## src/rtl/seq_restoring_divider_pkg.sv

```systemverilog
// Shared definitions for the sequential restoring divider: FSM encoding and
// the quotient pattern reported for a zero divisor.
package seq_restoring_divider_pkg;

  localparam logic [1:0] ST_IDLE = 2'd0;
  localparam logic [1:0] ST_CALC = 2'd1;
  localparam logic [1:0] ST_DONE = 2'd2;

  // Sliced down to the operand width by the user; supports widths up to 64.
  localparam logic [63:0] DIV0_QUOT_FILL = '1;

endpackage

```

## src/rtl/seq_restoring_divider_addsub.sv

```systemverilog
// N-bit ripple-carry adder/subtractor: b is inverted by sub, and sub is the
// carry-in, so sub=1 yields a - b in two's complement.
module nbit_addsub #(
  parameter int W = 5
) (
  input  logic [W-1:0] a,
  input  logic [W-1:0] b,
  input  logic         sub,
  output logic [W-1:0] sum
);

  logic [W-1:0] b_x;
  logic [W-1:0] carry;

  assign b_x      = b ^ {W{sub}};
  assign carry[0] = sub;

  for (genvar i = 0; i < W; i++) begin : g_fa
    assign sum[i] = a[i] ^ b_x[i] ^ carry[i];
    // The carry out of the top bit is not needed by any user.
    if (i < W - 1) begin : g_carry
      assign carry[i+1] = (a[i] & b_x[i]) | (a[i] & carry[i]) | (b_x[i] & carry[i]);
    end
  end

endmodule

```

## src/rtl/seq_restoring_divider.sv

```systemverilog
// Multi-cycle unsigned restoring divider: one quotient bit per clock through a
// shared WIDTH+1-bit subtractor; results held until the next accepted request.
module seq_restoring_divider
  import seq_restoring_divider_pkg::*;
#(
  parameter int WIDTH = 4
) (
  input  logic             clk,
  input  logic             rst,
  input  logic             start,
  input  logic [WIDTH-1:0] dividend,
  input  logic [WIDTH-1:0] divisor,
  output logic             busy,
  output logic             done,
  output logic [WIDTH-1:0] quotient,
  output logic [WIDTH-1:0] remainder,
  output logic             div_by_zero
);

  // state | meaning
  // IDLE  | waiting for start
  // CALC  | one trial subtraction per cycle, cnt counts down the remaining bits
  // DONE  | results valid for this single cycle; start may be re-accepted here
  localparam int              CNT_W    = (WIDTH > 2) ? $clog2(WIDTH) : 1;
  localparam logic [CNT_W-1:0] CNT_LAST = CNT_W'(WIDTH - 1);

  logic [1:0]       state_q, state_d;
  logic [CNT_W-1:0] cnt_q, cnt_d;
  logic [WIDTH-1:0] rem_q, rem_d;
  logic [WIDTH-1:0] quo_q, quo_d;
  logic [WIDTH-1:0] dsr_q, dsr_d;
  logic [WIDTH-1:0] quotient_q, quotient_d;
  logic [WIDTH-1:0] remainder_q, remainder_d;
  logic             dbz_q, dbz_d;

  // The partial remainder always stays below the divisor, so it fits in WIDTH
  // bits; the extra bit only exists on the shifted value feeding the subtractor.
  logic [WIDTH:0]   rem_shift;
  logic [WIDTH:0]   trial;
  logic [WIDTH-1:0] quo_shift;
  logic [WIDTH-1:0] rem_next;
  logic [WIDTH-1:0] quo_next;

  assign rem_shift = {rem_q, quo_q[WIDTH-1]};
  assign quo_shift = {quo_q[WIDTH-2:0], 1'b0};

  nbit_addsub #(
    .W (WIDTH + 1)
  ) u_addsub (
    .a   (rem_shift),
    .b   ({1'b0, dsr_q}),
    .sub (1'b1),
    .sum (trial)
  );

  always_comb begin
    if (trial[WIDTH]) begin
      rem_next = rem_shift[WIDTH-1:0];
      quo_next = quo_shift;
    end else begin
      rem_next = trial[WIDTH-1:0];
      quo_next = quo_shift | {{(WIDTH-1){1'b0}}, 1'b1};
    end
  end

  always_comb begin
    state_d     = state_q;
    cnt_d       = cnt_q;
    rem_d       = rem_q;
    quo_d       = quo_q;
    dsr_d       = dsr_q;
    quotient_d  = quotient_q;
    remainder_d = remainder_q;
    dbz_d       = dbz_q;

    case (state_q)
      ST_IDLE, ST_DONE: begin
        if (start) begin
          if (divisor != '0) begin
            quo_d   = dividend;
            rem_d   = '0;
            dsr_d   = divisor;
            cnt_d   = CNT_LAST;
            dbz_d   = 1'b0;
            state_d = ST_CALC;
          end else begin
            quotient_d  = DIV0_QUOT_FILL[WIDTH-1:0];
            remainder_d = dividend;
            dbz_d       = 1'b1;
            state_d     = ST_DONE;
          end
        end else begin
          state_d = ST_IDLE;
        end
      end

      ST_CALC: begin
        rem_d = rem_next;
        quo_d = quo_next;
        // Results are captured on the way into DONE so they are visible with done.
        if (cnt_q == '0) begin
          quotient_d  = quo_next;
          remainder_d = rem_next;
          state_d     = ST_DONE;
        end else begin
          cnt_d = cnt_q - CNT_W'(1);
        end
      end

      default: state_d = ST_IDLE;
    endcase
  end

  always_ff @(posedge clk) begin
    if (rst) begin
      state_q     <= ST_IDLE;
      cnt_q       <= '0;
      rem_q       <= '0;
      quo_q       <= '0;
      dsr_q       <= '0;
      quotient_q  <= '0;
      remainder_q <= '0;
      dbz_q       <= 1'b0;
    end else begin
      state_q     <= state_d;
      cnt_q       <= cnt_d;
      rem_q       <= rem_d;
      quo_q       <= quo_d;
      dsr_q       <= dsr_d;
      quotient_q  <= quotient_d;
      remainder_q <= remainder_d;
      dbz_q       <= dbz_d;
    end
  end

  assign busy        = (state_q == ST_CALC);
  assign done        = (state_q == ST_DONE);
  assign quotient    = quotient_q;
  assign remainder   = remainder_q;
  assign div_by_zero = dbz_q;

endmodule
```

## config.mk

```make
export PLATFORM = sky130hd
export DESIGN_NAME = seq_restoring_divider
export DESIGN_NICKNAME = d
export VERILOG_FILES = /design/src/rtl/seq_restoring_divider_pkg.sv /design/src/rtl/seq_restoring_divider_addsub.sv /design/src/rtl/seq_restoring_divider.sv
export SDC_FILE = /design/constraint.sdc
export NUM_CORES = 1
export LEC_CHECK = 0
export CAP_MARGIN = 15
export CORE_AREA = 2 2 54 56
export DETAILED_ROUTE_END_ITERATION = 8
export DIE_AREA = 0 0 56 58
export GPL_TIMING_DRIVEN = 0
export PLACE_DENSITY_LB_ADDON = 0.3
export SETUP_SLACK_MARGIN = 0.1
export SLEW_MARGIN = 20
export SYNTH_ARGS = -nofsm -noshare
export SYNTH_HDL_FRONTEND = slang
export SYNTH_SLANG_ARGS = --single-unit
```

## constraint.sdc

```tcl
create_clock -name clk -period 2.7 [get_ports clk]
set_input_delay 0.81 -clock clk [delete_from_list [all_inputs] [get_ports clk]]
set_output_delay 0.81 -clock clk [all_outputs]
set_load 0.01 [all_outputs]
```

==> key figures, run 1 <==
Min path
  • Hold Path Depth: 2
  • WHS Endpoint: div_by_zero
  • Type of the most critical hold path: flip-flop to flip-flop
  • Hold Crit Start: div_by_zero

Worst setup path
  • Crit-path cells: inv_2 > ha_4 > fa_2 > fa_2 > fa_2 > xnor2_4 > mux2i_2 > a311oi_1
  • Slowest CP cell: fa_2
  • CP dominant cell by count: fa_2
  • Worst Path Max Fanout: 6
  • CP required: 2.91 ns
  • Setup crit end kind: flip-flop
  • Critical Path Source: quo_q[3]
  • Reg2reg end: remainder[2]
  • Crit path kind: flip-flop to flip-flop
  • CP arrival: roughly 2.8 ns
  • Reg2reg path depth: 8
  • Reg2reg start: quo_q[3]
  • R2r setup slk: 0.15 ns
  • Slowest Stage Delay on Critical Path: a little under 0.4 ns
  • CP startpoint kind: flip-flop

Synthesis
  • Synth Flop Type: dfxtp_1
  • Mapped cell area: around 1300 sq um
  • Largest family of logic cells by synthesized area: compound AO/OA/AOI/OAI gates
  • Synth Area in XOR/XNOR: 0.01955
  • Syn Area/Cell: roughly 9 sq um
  • Post-synthesis adder-cell area fraction: 0.06647
  • Simple-gate share of the synthesized area: 0.2043
  • Synth top area share: 0.3910
  • Yosys reg bits: 25
  • Commonest cells post-synth: 25 x dfxtp_1, 10 x a21oi_1, 10 x nor2_1
  • Synth top area cells: dfxtp_1 39%, a311oi_1 5.5%, a211oi_1 5.3%, fa_1 4.7%, a21oi_1 3.9%
  • FFs w/ async S/R, synth: 0
  • Multiplexer share of the synthesized area: 0.03128
  • Synth cell types: 30
  • Number of synthesized flops with an enable pin: 0
  • Post-synthesis compound-gate area fraction: 0.2209
  • Synth area leader: dfxtp_1
  • Synth Warn #: 0
  • Synth Instances: 144
  • Most common cell in the synthesized netlist: dfxtp_1
  • Net Count, Synth: 160
  • Sequential area share after synthesis: 0.3910

STA
  • Fin. max-slew vios: 0
  • Hold Fails Final Rpt: 0
  • Setup_tns: 0 ns
  • Min cycle time layout: 2.551 ns
  • RSZ-0062 raised after global routing: yes
  • Clock Skew: between 0.007 and 0.008 ns
  • Max Clk Rate: 0.3920 GHz
  • Final Cycle Share: 0.9448
  • Slew margin rel.: 0.6874
  • Setup-failing EPs final: 0
  • PnR worst setup slack: 0.1489 ns
  • Hold_ws: roughly 0.52 ns
  • Worst-Margin Slew: between 0.4 and 0.5 ns

Cells and area
  • Fill cells: 230
  • N_diodes: 0
  • Synthesis-to-layout area growth: 26.30%
  • Share of layout cells above drive strength 1: 0.1588
  • Nets@finish: around 190

Die
  • Die Height: around 58 um
  • Core ar.: between 2000 and 3000 sq um
  • Die ar.: 3248 sq um
  • # IOs: 22
  • Die width: 56 um
  • Initial Utilization: 0.4807
  • Row Count: 19

Global routing
  • Total track usage: 0.2021
  • Initial antenna violation count: 0
  • Total grt overflow: 0
  • Global-route wire length before repair: 5147 um
  • Largest net degree at the start of global routing: 15
  • Vias in the first global route: 1137

Place
  • Routability congestion estimate: about 0.85
  • Pre-CTS WS: -0.1430 ns
  • PortBufs: 20
  • Hpwl dp: approximately 2200 um

Clock tree
  • CTS root buffer: clkbuf_4
  • Hold Buf Count CTS: 0
  • # H-tree levels: 1
  • Number of buffers created by CTS: 3
  • Clk Latency, worst-skew pair: between 0.3 and 0.4 ns
  • CTS tree: done
  • CTS Sinks: 25
  • Longest Clk Path Bufs: 2
  • Clock slew seen by the registers of the worst setup and hold paths: 0.14 ns

Power
  • Clock power frac: 0.201
  • Sw Ratio: 0.3104
  • Pleak: about 0.59 nW
  • Net Switching: between 0.0002 and 0.0003 W
  • Power Density: ~530 nW/um^2
  • Comb pwr share: 0.298
  • Int Pwr: around 0.00059 W
  • Sequential Power Share: 0.502
  • Max IR drop VDD: about 310 uV

Routing
  • ANT nets after route: 0
  • Vias post-DR: between 1000 and 1500
  • DR vias/cell: 5.851
  • DRT iter0 DRCs: 36
  • DR WL/cell: 15.65 um
  • Wirelength, routed: 3146 um
  • # DRC: 0
  • Drt pass-1 iters: 4

Run status
  • Outcome: finished, final reports clean

Run
  • Max Cap Violations: 0
==> metrics by stage <==
stage / area (sq um) / utilization / instances / total power (W)
after global placement: 1519 / 0.5705 / 195 / 0.0006463
final: 1617 / 0.6071 / 201 / 0.0008492
after global routing: 1617 / 0.6071 / 201 / 0.0008895
after detailed placement: 1519 / 0.5705 / 195 / 0.0006553
after floorplan: 1280 / - / 144 / 0.0005721
after CTS: 1610 / 0.6048 / 201 / 0.0008472
==> layer usage <==
metal / routed length, um / vias up / global-route usage
met4: 75 / 0 / 0.1054
li1: - / 572 / -
met1: 1390 / 573 / 0.2511
met2: 1592 / 24 / 0.3412
met5: 0 / - / 0
met3: 88 / 7 / 0.03125
==> cell type report <==
type                    instances  area, sq um  share of cell area
clock buffers                   3        22.52             0.01393
plain buffers                  14        67.56             0.04180
flip-flops and latches         25        504.2              0.3119
well taps                      31        38.79             0.02399
repair buffers                 22        215.2              0.1331
multi-input cells              98        737.0              0.4559
clock inverters                 1        5.005            0.003096
inverters                       7        26.28             0.01625
==> kinds of logic after synthesis <==
kind of cell               after synthesis
AOI/OAI and AO/OA                       41
xor gates and xnor gates                 2
adders and majority gates                5
buffers and inverters                   21
DFF                                     25
muxes                                    4
and+or+nand+nor                         46
==> worst max-delay path, delay by kind of cell (launching register included) <==
kind	cells	cell delay [ns]
AOI/OAI and AO/OA	1	0.13
xor gates and xnor gates	1	0.32
buffers and inverters	1	0.04
adders and majority gates	4	1.21
muxes	1	0.35
DFF	1	0.37
==> registers in the layout (all words and copies together) (netlist names) <==
name,flops
dsr_q,4
quo_q,4
quotient,4
rem_q,4
remainder,4
cnt_q,2
state_q,2
div_by_zero,1
==> placed cells by master, fill, tap and decap left out, types with 2 or more instances in the layout <==
cell / synthesis / routed
dfxtp_1: 25 / 22
and3b_1: 5 / 5
clkbuf_1: 9 / 7
nand2_1: 9 / 9
clkbuf_4: 0 / 3
o211ai_1: 4 / 4
mux2i_2: 0 / 3
nand2b_1: 2 / 2
nor3b_1: 4 / 4
inv_1: 7 / 6
a311oi_1: 8 / 8
a211oi_1: 9 / 9
clkdlybuf4s50_1: 0 / 20
dfxtp_2: 0 / 3
clkbuf_2: 0 / 2
fa_2: 0 / 3
nor2b_1: 2 / 2
a21oi_1: 10 / 10
nor2_1: 10 / 10
nand3_1: 4 / 4
nor3_1: 4 / 4
buf_4: 0 / 2
o21ai_0: 8 / 8
buf_2: 5 / 4
==> worst max path at each step <==
stage                         endpoint  cells past startpoint
after floorplan           remainder[3]                      8
after global placement    remainder[2]                      8
after detailed placement  remainder[2]                      8
after CTS                 remainder[0]                      8
after global routing              busy                      5
final                     remainder[2]                      8
==> power by group through the flow <==
stage | sequential (W) | combinational [W] | clock, W
global placement | 0.000430 | 0.000216 | 0
CTS | 0.000425 | 0.000251 | 0.000171
global route | 0.000430 | 0.000275 | 0.000185
detailed placement | 0.000432 | 0.000223 | 0
finish | 0.000426 | 0.000253 | 0.000170
floorplan | 0.000433 | 0.000139 | 0
==> timing repair <==
item | CTS | global route
buffers inserted | 2 | 0
resized for setup | 14 | 3
pin swaps | 4 | 2
setup endpoints to repair | 11 | 10
No activity file was read; power rests on OpenSTA's default activity.
==> inputs of run 2 (changes only) <==
--- a/config.mk
+++ b/config.mk
@@ -7,6 +7,7 @@
 export LEC_CHECK = 0
 export CAP_MARGIN = 15
 export CORE_AREA = 2 2 54 56
+export CTS_CLUSTER_SIZE = 28
 export DETAILED_ROUTE_END_ITERATION = 8
 export DIE_AREA = 0 0 56 58
 export GPL_TIMING_DRIVEN = 0
==> results of run 2 <==
Final layout, timing and power as in run 1 (identical DEF).
==> inputs of run 3 (changes only) <==
--- a/config.mk
+++ b/config.mk
@@ -12,7 +12,6 @@
 export DIE_AREA = 0 0 56 58
 export GPL_TIMING_DRIVEN = 0
 export PLACE_DENSITY_LB_ADDON = 0.3
-export SETUP_SLACK_MARGIN = 0.1
 export SLEW_MARGIN = 20
 export SYNTH_ARGS = -nofsm -noshare
 export SYNTH_HDL_FRONTEND = slang
==> key figures, run 3 (synthesized netlist as in run 1, its figures left out) <==
Die
  • Core ar.: around 2700 sq um
  • Row Count: 19
  • # IOs: 22
  • Initial Utilization: 0.4807
  • Die width: roughly 56 um
  • Die Height: approximately 58 um
  • Die ar.: around 3200 sq um

Routing
  • DR WL/cell: between 15 and 20 um
  • # DRC: 0
  • DRT iter0 DRCs: 38
  • ANT nets after route: 0
  • Vias post-DR: about 1200
  • Drt pass-1 iters: 4
  • DR vias/cell: 5.869
  • Wirelength, routed: between 3000 and 4000 um

Cells and area
  • Fin util: 0.5954
  • N_diodes: 0
  • Most common cell after layout, fill and taps aside: dfxtp_1
  • Nets@finish: 185
  • Most frequent cells in the layout: 24 x dfxtp_1, 20 x clkdlybuf4s50_1, 10 x a21oi_1, 10 x nor2_1
  • Synthesis-to-layout area growth: 23.85%
  • Share of layout cells above drive strength 1: 0.1310

Global routing
  • Global-route wire length before repair: roughly 5100 um
  • Largest net degree at the start of global routing: 15
  • Vias in the first global route: about 1100
  • Total grt overflow: 0
  • Initial antenna violation count: 0
  • Total track usage: 0.1997

Min path
  • Hold Crit Start: dsr_q[0]
  • Type of the most critical hold path: flip-flop to flip-flop

STA
  • Max Clk Rate: approximately 0.38 GHz
  • RSZ-0062 raised after global routing: no
  • Clock Skew: a little over 0.006 ns
  • Setup-failing EPs final: 0
  • Final Cycle Share: 0.9660
  • Fin. max-slew vios: 0
  • Min cycle time layout: 2.608 ns
  • Worst-Margin Slew: ~0.46 ns
  • Hold Fails Final Rpt: 0
  • Slew margin rel.: 0.6923

Clock tree
  • CTS Sinks: 25
  • CTS root buffer: clkbuf_4
  • Clock slew seen by the registers of the worst setup and hold paths: ~0.14 ns
  • CTS tree: done
  • Number of buffers created by CTS: 3
  • # H-tree levels: 1
  • Longest Clk Path Bufs: 2
  • Clk Latency, worst-skew pair: 0.32 ns

Worst setup path
  • Setup crit end kind: flip-flop
  • CP startpoint kind: flip-flop
  • Worst Path Max Fanout: 6
  • CP required: 2.91 ns
  • CP arrival: ~2.8 ns
  • Reg2reg start: quo_q[3]
  • Crit path kind: flip-flop to flip-flop
  • Critical Path Source: quo_q[3]

Power
  • Design Power: around 0.00084 W
  • Power Density: 529.5 nW/um^2
  • Max IR drop VDD: 315.2 uV
  • Pleak: 0.5724 nW

Place
  • Routability congestion estimate: between 0.8 and 0.9
  • Hpwl dp: about 2200 um
  • PortBufs: 20

Run
  • Max Cap Violations: 0

Run status
  • Outcome: finished, final reports clean
## run 3: critical path, stage by stage, from the launching register on
cell	delay [ns]
dfxtp_2	0.37
inv_1	0.04
ha_1	0.20
fa_2	0.34
fa_2	0.35
fa_2	0.39
xnor2_4	0.32
mux2i_2	0.35
a311oi_1	0.13
## run 3: layout make-up
cell class	instances	area [sq um]
repair buffers	21	207.7
clock buffers	3	22.52
clock inverters	1	5.005
inverters	7	26.28
fillers	234	1077
plain buffers	13	56.30
multi-input cells	98	726.9
well taps	31	38.79
flip-flops and latches	25	501.7
## run 3: path summary, 6_finish.rpt
path / end / depth (start not counted) / slack (ns)
hold / removal: dsr_q[0] / 2 / 0.49
setup / recovery: remainder[2] / 8 / 0.09
hold reg to reg: dsr_q[0] / 2 / 0.49
setup reg to reg: remainder[2] / 8 / 0.09
## run 3: what timing repair did
item | CTS | global route
pin swaps | 3 | 3
setup endpoints to repair | 9 | 11
setup buffers | 1 | 0
hold buffers | 0 | 0
resized for setup | 7 | 4
## run 3: per-layer routing
metal  part of all wire  routed length (um)  vias to the layer above  global-route usage
met1               0.44                1359                      569              0.2511
met3              0.032                 100                        7             0.02902
met4              0.025                  76                        0             0.09184
met2               0.50                1562                       24              0.3412
li1                   -                   -                      568                   -
met5                  0                   0                        -                   0
## run 3: per-stage QoR
step	instance area, sq um	setup TNS [ns]	setup slack [ns]	hold slack, ns	std cells
final	1585	0	0.09183	0.4904	199
after global routing	1585	0	0.02488	0.5226	199
after CTS	1579	-0.01228	-0.008548	0.4906	199
after detailed placement	1519	-0.8580	-0.1430	0.4722	195
after global placement	1519	-0.2576	-0.07407	0.4744	195
after floorplan	1280	0	0.2094	0.4574	144
## run 3: power breakdown
group	internal, W	switching (W)	leakage, nW	total (W)
combinational	0.000122	0.000123	0.349	0.000244
sequential	0.000402	0.0000231	0.206	0.000425
clock	0.0000556	0.000114	0.0177	0.000170
total	0.000580	0.000260	0.572	0.000839
